### src/rtl/multi_timer_pkg.sv
`default_nettype none
// ============================================================================
// Module      : multi_timer_pkg
// Description : Shared types, register offsets and CTRL bit positions for the
//               multi-channel timer.
// Revision    : 1.0
// ============================================================================
package multi_timer_pkg;

    typedef enum logic [1:0] {
        IDLE   = 2'd0,
        RUN    = 2'd1,
        RELOAD = 2'd2
    } chan_state_e;

    // Global register offsets
    localparam int c_off_div   = 0;
    localparam int c_off_iflag = 1;

    // Per-channel register offsets within one channel window
    localparam int c_off_cnt   = 0;
    localparam int c_off_mod   = 1;
    localparam int c_off_ctrl  = 2;
    localparam int c_ch_base   = 4;
    localparam int c_ch_stride = 4;

    // CTRL register bit positions
    localparam int c_ctrl_sel_lsb = 0;
    localparam int c_ctrl_sel_msb = 1;
    localparam int c_ctrl_en      = 2;
    localparam int c_ctrl_oneshot = 3;

    function automatic int ch_addr(input int ch, input int off);
        return c_ch_base + c_ch_stride * ch + off;
    endfunction

endpackage
`default_nettype wire

### src/rtl/multi_timer_if.sv
`default_nettype none
// ============================================================================
// Module      : multi_timer_if
// Description : CPU I/O register bus and interrupt lines of the timer block.
// Revision    : 1.0
// ============================================================================
interface multi_timer_if #(
    parameter int N_CH   = 2,
    parameter int DATA_W = 8,
    parameter int ADDR_W = 6
);
    logic [ADDR_W-1:0] addr;
    logic              wr;
    logic              rd;
    logic [DATA_W-1:0] wdata;
    logic [DATA_W-1:0] rdata;
    logic [N_CH-1:0]   irq;
    logic              irq_any;

    modport master (
        output addr, wr, rd, wdata,
        input  rdata, irq, irq_any
    );

    modport slave (
        input  addr, wr, rd, wdata,
        output rdata, irq, irq_any
    );
endinterface
`default_nettype wire

### src/rtl/multi_timer_chan.sv
`default_nettype none
// ============================================================================
// Module      : multi_timer_chan
// Description : One reloadable timer channel: CNT/MOD/CTRL, tap edge detect
//               and the IDLE/RUN/RELOAD sequencer.
// Revision    : 1.0
// ============================================================================
module multi_timer_chan
    import multi_timer_pkg::*;
#(
    parameter int              DATA_W = 8,
    parameter int              DIV_W  = 16,
    parameter logic [3:0][7:0] TAPS   = {8'd9, 8'd7, 8'd5, 8'd3}
) (
    input  logic              clk,
    input  logic              rst,
    input  logic [DIV_W-1:0]  i_div,
    input  logic              i_wr_cnt,
    input  logic              i_wr_mod,
    input  logic              i_wr_ctrl,
    input  logic [DATA_W-1:0] i_wdata,
    output logic [DATA_W-1:0] o_cnt,
    output logic [DATA_W-1:0] o_mod,
    output logic [DATA_W-1:0] o_ctrl,
    output logic              o_irq_set
);

    chan_state_e       r_state;
    chan_state_e       w_state_nxt;
    logic [DATA_W-1:0] r_cnt;
    logic [DATA_W-1:0] w_cnt_nxt;
    logic [DATA_W-1:0] r_mod;
    logic [1:0]        r_sel;
    logic              r_en;
    logic              r_oneshot;
    logic              r_src_prev;
    logic [DIV_W-1:0]  w_div_sh;
    logic              w_src;
    logic              w_tick;
    logic              w_oneshot_done;

    // Falling edge of the gated tap; gating by en is what makes clearing en
    // (or moving the tap / clearing DIV) while the tap is high produce a tick.
    assign w_div_sh = i_div >> TAPS[r_sel];
    assign w_src    = w_div_sh[0] & r_en;
    assign w_tick   = r_src_prev & ~w_src;

    always_comb begin
        w_state_nxt    = r_state;
        w_cnt_nxt      = r_cnt;
        w_oneshot_done = 1'b0;
        unique case (r_state)
            IDLE: begin
                if (i_wr_cnt) begin
                    w_cnt_nxt = i_wdata;
                end
                if (r_en) begin
                    w_state_nxt = RUN;
                end
            end
            RUN: begin
                if (i_wr_cnt) begin
                    w_cnt_nxt = i_wdata;
                    if (!r_en) begin
                        w_state_nxt = IDLE;
                    end
                end else if (w_tick && (r_cnt == {DATA_W{1'b1}})) begin
                    w_cnt_nxt   = '0;
                    w_state_nxt = RELOAD;
                end else begin
                    if (w_tick) begin
                        w_cnt_nxt = r_cnt + DATA_W'(1);
                    end
                    if (!r_en) begin
                        w_state_nxt = IDLE;
                    end
                end
            end
            RELOAD: begin
                // A MOD write landing here is forwarded straight into CNT.
                w_cnt_nxt      = i_wr_mod ? i_wdata : r_mod;
                w_oneshot_done = r_oneshot;
                w_state_nxt    = (r_oneshot || !r_en) ? IDLE : RUN;
            end
            default: begin
                w_state_nxt = IDLE;
            end
        endcase
    end

    always_ff @(posedge clk) begin
        if (rst) begin
            r_state    <= IDLE;
            r_cnt      <= '0;
            r_mod      <= '0;
            r_sel      <= '0;
            r_en       <= 1'b0;
            r_oneshot  <= 1'b0;
            r_src_prev <= 1'b0;
        end else begin
            r_state    <= w_state_nxt;
            r_cnt      <= w_cnt_nxt;
            r_src_prev <= w_src;
            if (i_wr_mod) begin
                r_mod <= i_wdata;
            end
            if (i_wr_ctrl) begin
                r_sel     <= i_wdata[c_ctrl_sel_msb:c_ctrl_sel_lsb];
                r_en      <= i_wdata[c_ctrl_en];
                r_oneshot <= i_wdata[c_ctrl_oneshot];
            end
            if (w_oneshot_done) begin
                r_en <= 1'b0;
            end
        end
    end

    always_comb begin
        o_ctrl                                 = '0;
        o_ctrl[c_ctrl_sel_msb:c_ctrl_sel_lsb]  = r_sel;
        o_ctrl[c_ctrl_en]                      = r_en;
        o_ctrl[c_ctrl_oneshot]                 = r_oneshot;
    end

    assign o_cnt     = r_cnt;
    assign o_mod     = r_mod;
    assign o_irq_set = (r_state == RELOAD);

endmodule
`default_nettype wire

### src/rtl/multi_timer.sv
`default_nettype none
// ============================================================================
// Module      : multi_timer
// Description : Free-running divider feeding N_CH reloadable timer channels,
//               with IFLAG interrupt register and CPU register read mux.
// Revision    : 1.0
// ============================================================================
module multi_timer
    import multi_timer_pkg::*;
#(
    parameter int              N_CH   = 2,
    parameter int              DATA_W = 8,
    parameter int              DIV_W  = 16,
    parameter int              ADDR_W = 6,
    parameter logic [3:0][7:0] TAPS   = {8'd9, 8'd7, 8'd5, 8'd3}
) (
    input  logic          clk,
    input  logic          reset,
    multi_timer_if.slave  bus
);

    logic [DIV_W-1:0]  r_div;
    logic [N_CH-1:0]   r_irq;
    logic [N_CH-1:0]   w_irq_set;
    logic [N_CH-1:0]   w_clr;
    logic [DATA_W-1:0] w_irq_rd;
    logic [DATA_W-1:0] w_rdata;
    logic              w_wr_div;
    logic              w_wr_iflag;
    logic [N_CH-1:0]   w_wr_cnt;
    logic [N_CH-1:0]   w_wr_mod;
    logic [N_CH-1:0]   w_wr_ctrl;
    logic [DATA_W-1:0] w_cnt  [N_CH];
    logic [DATA_W-1:0] w_mod  [N_CH];
    logic [DATA_W-1:0] w_ctrl [N_CH];

    assign w_wr_div   = bus.wr && (bus.addr == ADDR_W'(c_off_div));
    assign w_wr_iflag = bus.wr && (bus.addr == ADDR_W'(c_off_iflag));

    for (genvar gi = 0; gi < N_CH; gi++) begin : g_chan
        assign w_wr_cnt[gi]  = bus.wr && (bus.addr == ADDR_W'(ch_addr(gi, c_off_cnt)));
        assign w_wr_mod[gi]  = bus.wr && (bus.addr == ADDR_W'(ch_addr(gi, c_off_mod)));
        assign w_wr_ctrl[gi] = bus.wr && (bus.addr == ADDR_W'(ch_addr(gi, c_off_ctrl)));

        multi_timer_chan #(
            .DATA_W (DATA_W),
            .DIV_W  (DIV_W),
            .TAPS   (TAPS)
        ) u_chan (
            .clk       (clk),
            .rst       (reset),
            .i_div     (r_div),
            .i_wr_cnt  (w_wr_cnt[gi]),
            .i_wr_mod  (w_wr_mod[gi]),
            .i_wr_ctrl (w_wr_ctrl[gi]),
            .i_wdata   (bus.wdata),
            .o_cnt     (w_cnt[gi]),
            .o_mod     (w_mod[gi]),
            .o_ctrl    (w_ctrl[gi]),
            .o_irq_set (w_irq_set[gi])
        );
    end

    // IFLAG is only as wide as the data bus can address; higher flags cannot be cleared.
    for (genvar gi = 0; gi < N_CH; gi++) begin : g_clr
        if (gi < DATA_W) begin : g_map
            assign w_clr[gi] = w_wr_iflag & bus.wdata[gi];
        end else begin : g_none
            assign w_clr[gi] = 1'b0;
        end
    end

    for (genvar gj = 0; gj < DATA_W; gj++) begin : g_irq_rd
        if (gj < N_CH) begin : g_map
            assign w_irq_rd[gj] = r_irq[gj];
        end else begin : g_none
            assign w_irq_rd[gj] = 1'b0;
        end
    end

    always_ff @(posedge clk) begin
        if (reset) begin
            r_div <= '0;
            r_irq <= '0;
        end else begin
            r_div <= w_wr_div ? '0 : r_div + DIV_W'(1);
            r_irq <= (r_irq & ~w_clr) | w_irq_set;
        end
    end

    always_comb begin
        w_rdata = '0;
        if (bus.rd) begin
            if (bus.addr == ADDR_W'(c_off_div)) begin
                w_rdata = r_div[DIV_W-1 -: DATA_W];
            end
            if (bus.addr == ADDR_W'(c_off_iflag)) begin
                w_rdata = w_irq_rd;
            end
            for (int c = 0; c < N_CH; c++) begin
                if (bus.addr == ADDR_W'(ch_addr(c, c_off_cnt))) begin
                    w_rdata = w_cnt[c];
                end
                if (bus.addr == ADDR_W'(ch_addr(c, c_off_mod))) begin
                    w_rdata = w_mod[c];
                end
                if (bus.addr == ADDR_W'(ch_addr(c, c_off_ctrl))) begin
                    w_rdata = w_ctrl[c];
                end
            end
        end
    end

    assign bus.rdata   = w_rdata;
    assign bus.irq     = r_irq;
    assign bus.irq_any = |r_irq;

endmodule
`default_nettype wire

### src/flat_wrapper.sv
// flat-port wrapper written by rule: the top's interface ports become plain ports
module multi_timer_flat import multi_timer_pkg::*;
#(
    parameter int              N_CH   = 2,
    parameter int              DATA_W = 8,
    parameter int              DIV_W  = 16,
    parameter int              ADDR_W = 6,
    parameter logic [3:0][7:0] TAPS   = {8'd9, 8'd7, 8'd5, 8'd3}
)
  (clk, reset, bus_addr, bus_wr, bus_rd, bus_wdata, bus_rdata, bus_irq, bus_irq_any);
  multi_timer_if #(.N_CH(N_CH), .DATA_W(DATA_W), .ADDR_W(ADDR_W)) bus_i ();
  input  logic clk;
  input  logic reset;
  input wire logic [$bits(bus_i.addr)-1:0] bus_addr;
  input wire logic [$bits(bus_i.wr)-1:0] bus_wr;
  input wire logic [$bits(bus_i.rd)-1:0] bus_rd;
  input wire logic [$bits(bus_i.wdata)-1:0] bus_wdata;
  output wire logic [$bits(bus_i.rdata)-1:0] bus_rdata;
  output wire logic [$bits(bus_i.irq)-1:0] bus_irq;
  output wire logic [$bits(bus_i.irq_any)-1:0] bus_irq_any;
  assign bus_i.addr = bus_addr;
  assign bus_i.wr = bus_wr;
  assign bus_i.rd = bus_rd;
  assign bus_i.wdata = bus_wdata;
  assign bus_rdata = bus_i.rdata;
  assign bus_irq = bus_i.irq;
  assign bus_irq_any = bus_i.irq_any;
  multi_timer #(.N_CH(N_CH), .DATA_W(DATA_W), .DIV_W(DIV_W), .ADDR_W(ADDR_W), .TAPS(TAPS)) u_core (.clk(clk), .reset(reset), .bus(bus_i));
endmodule
### config.mk
export PLATFORM = sky130hd
export DESIGN_NAME = multi_timer_flat
export DESIGN_NICKNAME = d
export VERILOG_FILES = /design/src/rtl/multi_timer_pkg.sv /design/src/rtl/multi_timer_if.sv /design/src/rtl/multi_timer_chan.sv /design/src/rtl/multi_timer.sv /design/src/flat_wrapper.sv
export SDC_FILE = /design/constraint.sdc
export NUM_CORES = 1
export LEC_CHECK = 0
export ABC_CLOCK_PERIOD_IN_PS = 5300
export CAP_MARGIN = 20
export CORE_UTILIZATION = 30
export DETAILED_ROUTE_END_ITERATION = 7
export SLEW_MARGIN = 5
export SYNTH_ARGS = -nofsm -noshare
export SYNTH_HDL_FRONTEND = slang
export SYNTH_SLANG_ARGS = --single-unit
### constraint.sdc
create_clock -name clk -period 5.3 [get_ports clk]
set_clock_uncertainty 0.15 [all_clocks]
set_input_delay 1.59 -clock clk [delete_from_list [all_inputs] [get_ports clk]]
set_output_delay 1.59 -clock clk [all_outputs]
set_load 0.05 [all_outputs]
---- Word level (Yosys, flattened, before mapping) ----
Cells that the tools add are included.
Widths: inputs -> output; s select.
operators by class
  add/subtract/negate cells ............... 3
  $lt $le $gt $ge ......................... 2
  eq/ne operators ......................... 19
  shift operators ......................... 2
  multiplexer cells ....................... 39
  bitwise logic cells ..................... 11
  reductions and logical operators ........ 25
operator list
  cell                   number
  $mux 8                 21
  $pmux 8 s3             2
  $bmux 8 s2             2
  $shr 16x8->1           2
  $eq 6x3->1 const B     3
  $eq 6x4->1 const B     3
  $add 16x1->16 const B  1
  $add 8x1->8 const B    2
  $eq 8x8->1 const B     2
  $mux 2                 8
  $pmux 2 s3             2
  $logic_and 1x1->1      10
  $ne 2x2->1 const B     4
  $ne 4x4->1 const B     2
  $reduce_or 2->1        4
  $and 1x1->1            6
  $eq 6x1->1 const B     1
  $logic_not 6->1        1
  $lt 2x3->1 const B     2
  $reduce_and 3->1       2
  $reduce_bool 3->1      2
  $eq 2x1->1 const B     2
  $eq 2x2->1 const B     2
  $logic_not 2->1        2
  other kinds (7)        13
storage, ports and cells
  flip-flop bits (word level) ............. 64

---- Depth between registers and ports, before layout ----
Gate-level depths: netlist (run 1).
  word-level depth ........................ 10
  mapped depth ............................ 9

---- Cells and area by module ----
Synthesis (run 1) repeated with hierarchy kept, for this count alone.
second synthesis, totals
  cells, all modules ...................... 542
  area, all modules ....................... 4539.4 um2
by module, submodules not included
  module            instances  cells each  area an instance (um2)  seq. area each (um2)
  multi_timer_chan  2          184         1559.0                  460.4
  multi_timer       1          174         1421.4                  360.3

---- Worst setup path after synthesis (run 1) ----
No wires, ideal clock.
  kind .................................... input to output
  from .................................... input bus_addr[5]
  to ...................................... output bus_rdata[3]
  arrival ................................. 3.841 ns
  data required time ...................... 3.560 ns
  path slack .............................. -0.281 ns
  cell stages on the path ................. 4
  cell sequence ........................... or3_1 -> nor4_2 -> a22oi_1 -> a221oi_1
between the ends
  longest elaborated chain between the ends .. 10
  elaborated cells on any way between the ends .. 17
  classes of those cells .................. 7 x eq/ne; 9 x mux; 1 x reduce/logical
RTL lines
  element          line                source
  start, declared  flat_wrapper.sv:14  input wire logic [$bits(bus_i.addr)-1:0] bus_addr;
  $logic_not 6->1  multi_timer.sv:94   if (bus.addr == ADDR_W'(c_off_div)) begin
  $mux 8           multi_timer.sv:94
  $mux 8           multi_timer.sv:97   if (bus.addr == ADDR_W'(c_off_iflag)) begin
  $mux 8           multi_timer.sv:101  if (bus.addr == ADDR_W'(ch_addr(c, c_off_cnt))) begin
  $mux 8           multi_timer.sv:104  if (bus.addr == ADDR_W'(ch_addr(c, c_off_mod))) begin
  $mux 8           multi_timer.sv:107  if (bus.addr == ADDR_W'(ch_addr(c, c_off_ctrl))) begin
  $mux 8           multi_timer.sv:101
  $mux 8           multi_timer.sv:104
  $mux 8 *         multi_timer.sv:107
  $mux 8 *         multi_timer.sv:93   if (bus.rd) begin
  end, declared    flat_wrapper.sv:18  output wire logic [$bits(bus_i.rdata)-1:0] bus_rdata;
Every way passes the cells marked *; elsewhere a longest branch is shown, timed or not.

---- Worst setup path in the final report (run 1) ----
  from .................................... input bus_addr[0]
  to ...................................... output bus_rdata[1]
Same word-level chain as after synthesis.

==> flow_metrics.env, run 1 <==
export IMPL_run_status="completed"
export IMPL_critPathBufInv=3
export IMPL_h_tree_depth=3
export IMPL_grt_usage_pct=17.56
export IMPL_synth_top_family_by_area="simple AND/OR/NAND/NOR gates"
export IMPL_cp_slowest_cell="clkdlybuf4s50_1"
export IMPL_top_layer="met4"
export IMPL_setup_violations=0
export IMPL_path_max_fanout=6
export IMPL_grt_max_degree=44
export IMPL_yosysUniqueCellTypes=68
export IMPL_ir_worst_vdd_mv=0.1435
export IMPL_synthXorXnorAreaFrac_pct=4.956
export IMPL_synth_edf_count=0
export IMPL_crit_family="buffers and inverters"
export IMPL_area_growth_pct=23.04
export IMPL_drc_errors=0
export IMPL_drt_total_wl_um=12130
export IMPL_yosysWarnings=0
export IMPL_first_global_vias=3751
export IMPL_start_util_pct=30.68
export IMPL_fmax_mhz=192.1
export IMPL_max_stage_delay_ps=500
export IMPL_r2r_setup_slack_ps=2650
export IMPL_placed_area_mm2=0.004871
export IMPL_critPathLaunchType="primary input"
export IMPL_synth_fa_ha_area_share_pct=5.605
export IMPL_antenna_found_initial=0
export IMPL_yosys_mux_area_fraction_pct=9.174
export IMPL_diodes=0
export IMPL_vias_per_cell=5.393
export IMPL_startpoint="bus_addr[0]"
export IMPL_wl_met2_um=5411
export IMPL_hold_start="u_core.r_div[0]"
export IMPL_syn_nets=540
export IMPL_rsz0062_at_grt="no"
export IMPL_maxSlewHeadroom_pct=50.76
export IMPL_path_clk_slew_ps=50
export IMPL_die_h_um=120.9
export IMPL_post_route_min_period_ps=5205
export IMPL_drt_pass1_iter_count=6
export IMPL_ant_nets=0
export IMPL_rows=43
export IMPL_slew_viol_final=0
export IMPL_core_area_mm2=0.01383
export IMPL_grt_overflow=0
export IMPL_max_cap_violations=0
export IMPL_synth_cells=503
export IMPL_r2r_start="u_core.g_chan[1].u_chan.r_sel[1]"
export IMPL_met1_length_um=5794
export IMPL_synthFlopType="dfxtp_1"
export IMPL_drive_above_1_share_pct=16.27
export IMPL_met3WireLength_um=775
export IMPL_cts_tree="built"
export IMPL_dieArea_mm2=0.01462
export IMPL_total_power_mw=1.224
export IMPL_fin_nets=574
export IMPL_cts_buffers=9
export IMPL_critPathKind="in2out"
export IMPL_dp_hpwl_um=8987
export IMPL_synth_largest_area_cell="dfxtp_1"
export IMPL_avgSynthCellArea_um2=8.433
export IMPL_hold_viol_final=0
export IMPL_cts_setup_buffers=0
export IMPL_place_gp_congestion=0.8402
export IMPL_yosysSeqAreaShare_pct=30.21
export IMPL_hold_path_class="reg2reg"
export IMPL_cp_end_kind="primary output"
export IMPL_clockBufferDepth=2
export IMPL_cts_sinks=64
export IMPL_wl_per_cell_um=16.83
export IMPL_clk_latency_ps=330
export IMPL_synth_seq_cells=64
export IMPL_synth_simple_area_share_pct=22.98
export IMPL_worst_ep_arrival_time_ps=3460
export IMPL_io_pins=29
export IMPL_synthArstFlopShare_pct=0
export IMPL_synth_top_area_share_pct=30.21
export IMPL_max_slew_worst_pin_slew_ps=736.3
export IMPL_power_density_mw_per_mm2=234.6
export IMPL_yosys_top_cells_area="dfxtp_1 30%, nor2_1 6.0%, ha_1 5.6%, mux2i_1 5.2%, nand2_1 3.8%"
export IMPL_synth_area_mm2=0.004242
export IMPL_timing_final_crit_share_pct=98.20
export IMPL_setup_tns_ps=0
export IMPL_whs_ps=310.1
export IMPL_vias=3888
export IMPL_cts_root_buf="clkbuf_16"
export IMPL_worst_ep_required_time_ps=3560
export IMPL_critical_path_cell_chain="clkdlybuf4s50_1, and2b_2, nor3b_2, buf_4, a22o_1, a21oi_1, a31oi_2, buf_12"
export IMPL_synth_compound_area_share_pct=21.71
export IMPL_numPortBuffers=28
export IMPL_drtIter0Drc=383
export IMPL_n_fill_cell=1400
export IMPL_die_x_um=120.9
export IMPL_stdcell_area_mm2=0.005219
export IMPL_grt_pass1_wl_um=19940
export IMPL_p_leak_nw=1.898
layout by cell type (no fill, tap or decap), types with 11 or more instances in the layout:
cell type        instances
xor2_1                  11
ha_1                    19
dfxtp_1                 64
clkdlybuf4s50_1         20
inv_1                   26
xnor2_1                 13
o21ai_0                 20
nand3_1                 32
a22oi_1                 19
nand2_1                 43
a21oi_1                 22
buf_4                   21
mux2i_1                 22
nor2_1                  68
state kept, by name, indices dropped and copies added, names as in the netlist, 4 cells and up:
name and cells:
u_core.g_chan.u_chan.o_cnt 16, u_core.g_chan.u_chan.r_state 4, u_core.r_div 16, u_core.g_chan.u_chan.o_mod 16, u_core.g_chan.u_chan.r_sel 4
Yosys cell counts, types with 4 or more instances:
cell,n
a211oi_1,10
a21oi_1,24
a221oi_1,5
a22oi_1,19
a311oi_2,4
a31oi_1,4
and3_1,6
buf_2,8
clkbuf_1,12
dfxtp_1,64
ha_1,19
inv_1,26
mux2_2,7
mux2i_1,22
nand2_1,43
nand3_1,32
nand4_1,7
nor2_1,68
o21ai_0,20
xnor2_1,13
xor2_1,11
area by class of cell:
class                   instances  area, um2  share of cell area (%)
clock buffers                  12      256.5                   4.915
inverters                      26      97.59                   1.870
repair buffers                 49      518.0                   9.926
flip-flops and latches         64       1281                   24.55
well taps                     180      225.2                   4.316
clock inverters                 3      65.06                   1.247
multi-input cells             387       2775                   53.18
per-layer routing:
metal	vias to the layer above	track usage, %
met5	-	0
met4	0	4.938
met3	15	3.947
met2	114	27.11
met1	1869	24.33
li1	1890	-
repair_timing:
item / in CTS / in global routing
hold buffers: 0 / 0
endpoints found under the setup margin: 0 / 8
resized for setup: 0 / 7
path summary, 6_finish.rpt:
kind | endpoint | cells past startpoint
worst max-delay path | bus_rdata[1] | 8
worst min register to register | u_core.r_div[0] | 1
worst max register to register | u_core.g_chan[1].u_chan.o_cnt[7] | 8
worst min-delay path | u_core.r_div[0] | 1
logic make-up after synthesis:
| logic type | after synthesis |
|---|---|
| adder cells (fa/ha/maj) | 19 |
| multiplexers | 34 |
| AND/OR/NAND/NOR | 191 |
| flip-flops | 64 |
| XOR/XNOR | 24 |
| buffers and inverters | 52 |
| AO/OA/AOI/OAI | 119 |
report_power, final:
| part | switching [mW] | total [mW] | internal (mW) |
|---|---|---|---|
| sequential | 0.00555 | 0.491 | 0.486 |
| clock | 0.213 | 0.647 | 0.434 |
| combinational | 0.0505 | 0.0862 | 0.0357 |
| total | 0.269 | 1.22 | 0.955 |
per-stage QoR:
stage | worst slack [ps] | cells | util, %
CTS | 32.28 | 721 | 37.55
detailed placement | 32.98 | 706 | 35.23
floorplan | 157.8 | 503 | -
global route | 15.39 | 721 | 37.74
finish | 95.36 | 721 | 37.74
global placement | 62.79 | 706 | 35.23
(Power assumes the default switching activity.)
==> run 2, diff against run 1 <==
--- a/config.mk
+++ b/config.mk
@@ -8,6 +8,7 @@
 export ABC_CLOCK_PERIOD_IN_PS = 5300
 export CAP_MARGIN = 20
 export CORE_UTILIZATION = 30
+export CTS_BUF_LIST = sky130_fd_sc_hd__clkbuf_16
 export DETAILED_ROUTE_END_ITERATION = 7
 export SLEW_MARGIN = 5
 export SYNTH_ARGS = -nofsm -noshare
==> flow_metrics.env, run 2 (synthesis gave the netlist of run 1 again) <==
export IMPL_clockBufferDepth=2
export IMPL_cts_buffers=9
export IMPL_hold_path_class="reg2reg"
export IMPL_r2r_start="u_core.g_chan[1].u_chan.r_sel[1]"
export IMPL_cts_setup_buffers=0
export IMPL_max_cap_violations=0
export IMPL_p_sw_mw=0.2677
export IMPL_setup_tns_ps=0
export IMPL_timing_final_crit_share_pct=98.16
export IMPL_post_route_min_period_ps=5202
export IMPL_drt_pass1_iter_count=5
export IMPL_cts_tree="built"
export IMPL_startpoint="bus_addr[0]"
export IMPL_die_h_um=120.9
export IMPL_dpl_worst_slack_ps=32.98
export IMPL_hold_start="u_core.r_div[0]"
export IMPL_io_pins=29
export IMPL_final_common_cell="nor2_1"
export IMPL_setup_violations=0
export IMPL_finish_utilization_pct=37.60
export IMPL_p_leak_nw=1.891
export IMPL_hold_viol_final=0
export IMPL_worst_ep_required_time_ps=3560
export IMPL_drt_total_wl_um=12150
export IMPL_critPathLaunchType="primary input"
export IMPL_ant_nets=0
export IMPL_cp_end_kind="primary output"
export IMPL_seqCellArea_mm2=0.001281
export IMPL_start_util_pct=30.68
export IMPL_drc_errors=0
export IMPL_power_frac_comb_pct=7.2
export IMPL_cts_root_buf="clkbuf_16"
export IMPL_numPortBuffers=28
export IMPL_final_cells=721
export IMPL_rows=43
export IMPL_seqPwrFrac_pct=41.2
export IMPL_run_status="completed"
export IMPL_slew_viol_final=0
export IMPL_path_max_fanout=6
export IMPL_grt_usage_pct=17.53
export IMPL_maxSlewHeadroom_pct=51.19
export IMPL_multi_input_area_mm2=0.002775
export IMPL_rsz0062_at_grt="no"
export IMPL_drive_above_1_share_pct=15.90
export IMPL_ctsResizeCount=0
export IMPL_die_x_um=120.9
export IMPL_area_growth_pct=22.57
export IMPL_fin_nets=574
export IMPL_clk_latency_ps=330
export IMPL_h_tree_depth=3
export IMPL_pwr_share_clk_pct=51.5
export IMPL_fmax_mhz=192.2
export IMPL_first_global_vias=3763
export IMPL_vias_per_cell=5.413
export IMPL_ctsHoldBuffers=0
export IMPL_wl_per_cell_um=16.86
export IMPL_setup_slack_ps=97.68
export IMPL_vias=3903
export IMPL_final_cell_mix="68 x nor2_1, 64 x dfxtp_1, 43 x nand2_1"
export IMPL_power_density_mw_per_mm2=229.3
export IMPL_p_int_mw=0.9243
export IMPL_cts_sinks=64
export IMPL_grt_overflow=0
export IMPL_worst_ep_arrival_time_ps=3460
export IMPL_grt_max_degree=44
export IMPL_drtIter0Drc=316
export IMPL_grt_pass1_wl_um=19910
export IMPL_n_fill_cell=1403
export IMPL_dp_hpwl_um=8987
export IMPL_diodes=0
export IMPL_core_area_mm2=0.01383
export IMPL_ir_worst_vdd_mv=0.1439
export IMPL_max_slew_worst_pin_slew_ps=729.9
export IMPL_path_clk_slew_ps=50
export IMPL_dieArea_mm2=0.01462
export IMPL_antenna_found_initial=0
export IMPL_swShare_pct=22.46
export IMPL_dp_cells=706
export IMPL_place_gp_congestion=0.8402
export IMPL_critPathKind="in2out"
-- run 2: cell count changes in the layout (fill, tap and decap cells not counted) --
cell / change
clkbuf_8: -2
clkinv_1: +2
clkbuf_1: -1
inv_1: +1
-- run 2: power groups by stage --
stage	registers [mW]	logic (mW)	clock network [mW]
2_1_floorplan	0.499	0.0446	0
3_3_place_gp	0.501	0.0831	0
3_5_place_dp	0.501	0.0841	0
4_1_cts	0.491	0.0844	0.626
5_1_grt	0.492	0.0928	0.648
6_report	0.491	0.0863	0.614
-- run 2: per-layer routing --
metal / GRT usage, % / routed length [um] / up-vias / share of wire [%]
met2: 27.14 / 5404 / 127 / 44
met3: 3.665 / 785 / 14 / 6.5
met1: 24.27 / 5809 / 1874 / 48
met4: 5.247 / 154 / 0 / 1.3
li1: - / - / 1888 / -
met5: 0 / 0 / - / 0
-- run 2: final timing paths --
path,endpoint,slack (ps),cells after the start
worst max-delay path,bus_rdata[1],100,8
worst min-delay path,u_core.r_div[0],310,1
worst max register to register,u_core.g_chan[1].u_chan.o_cnt[7],2640,8
worst min register to register,u_core.r_div[0],310,1
-- run 2: layout make-up --
type,instances,share of cell area (%)
clock buffer,9,4.332
timing repair buffer,49,9.964
sequential,64,24.65
tap,180,4.332
inverter,26,1.877
multi-input combinational,387,53.38
clock inverter,6,1.468
-- run 2: worst max-delay path: stages --
cell	delay (ps)
clkdlybuf4s50_1	490
and2b_2	300
nor3b_2	170
buf_4	140
a22o_1	170
a21oi_1	210
a31oi_2	190
buf_12	190
-- run 2: stage by stage --
step / power [mW] / hold WS, ps / area, um2
3_5_place_dp: 0.5856 / 302.4 / 4871
6_report: 1.192 / 310.2 / 5199
2_1_floorplan: 0.5441 / 276.0 / 4258
5_1_grt: 1.232 / 342.4 / 5199
3_3_place_gp: 0.5844 / 293.5 / 4871
4_1_cts: 1.202 / 314.8 / 5172
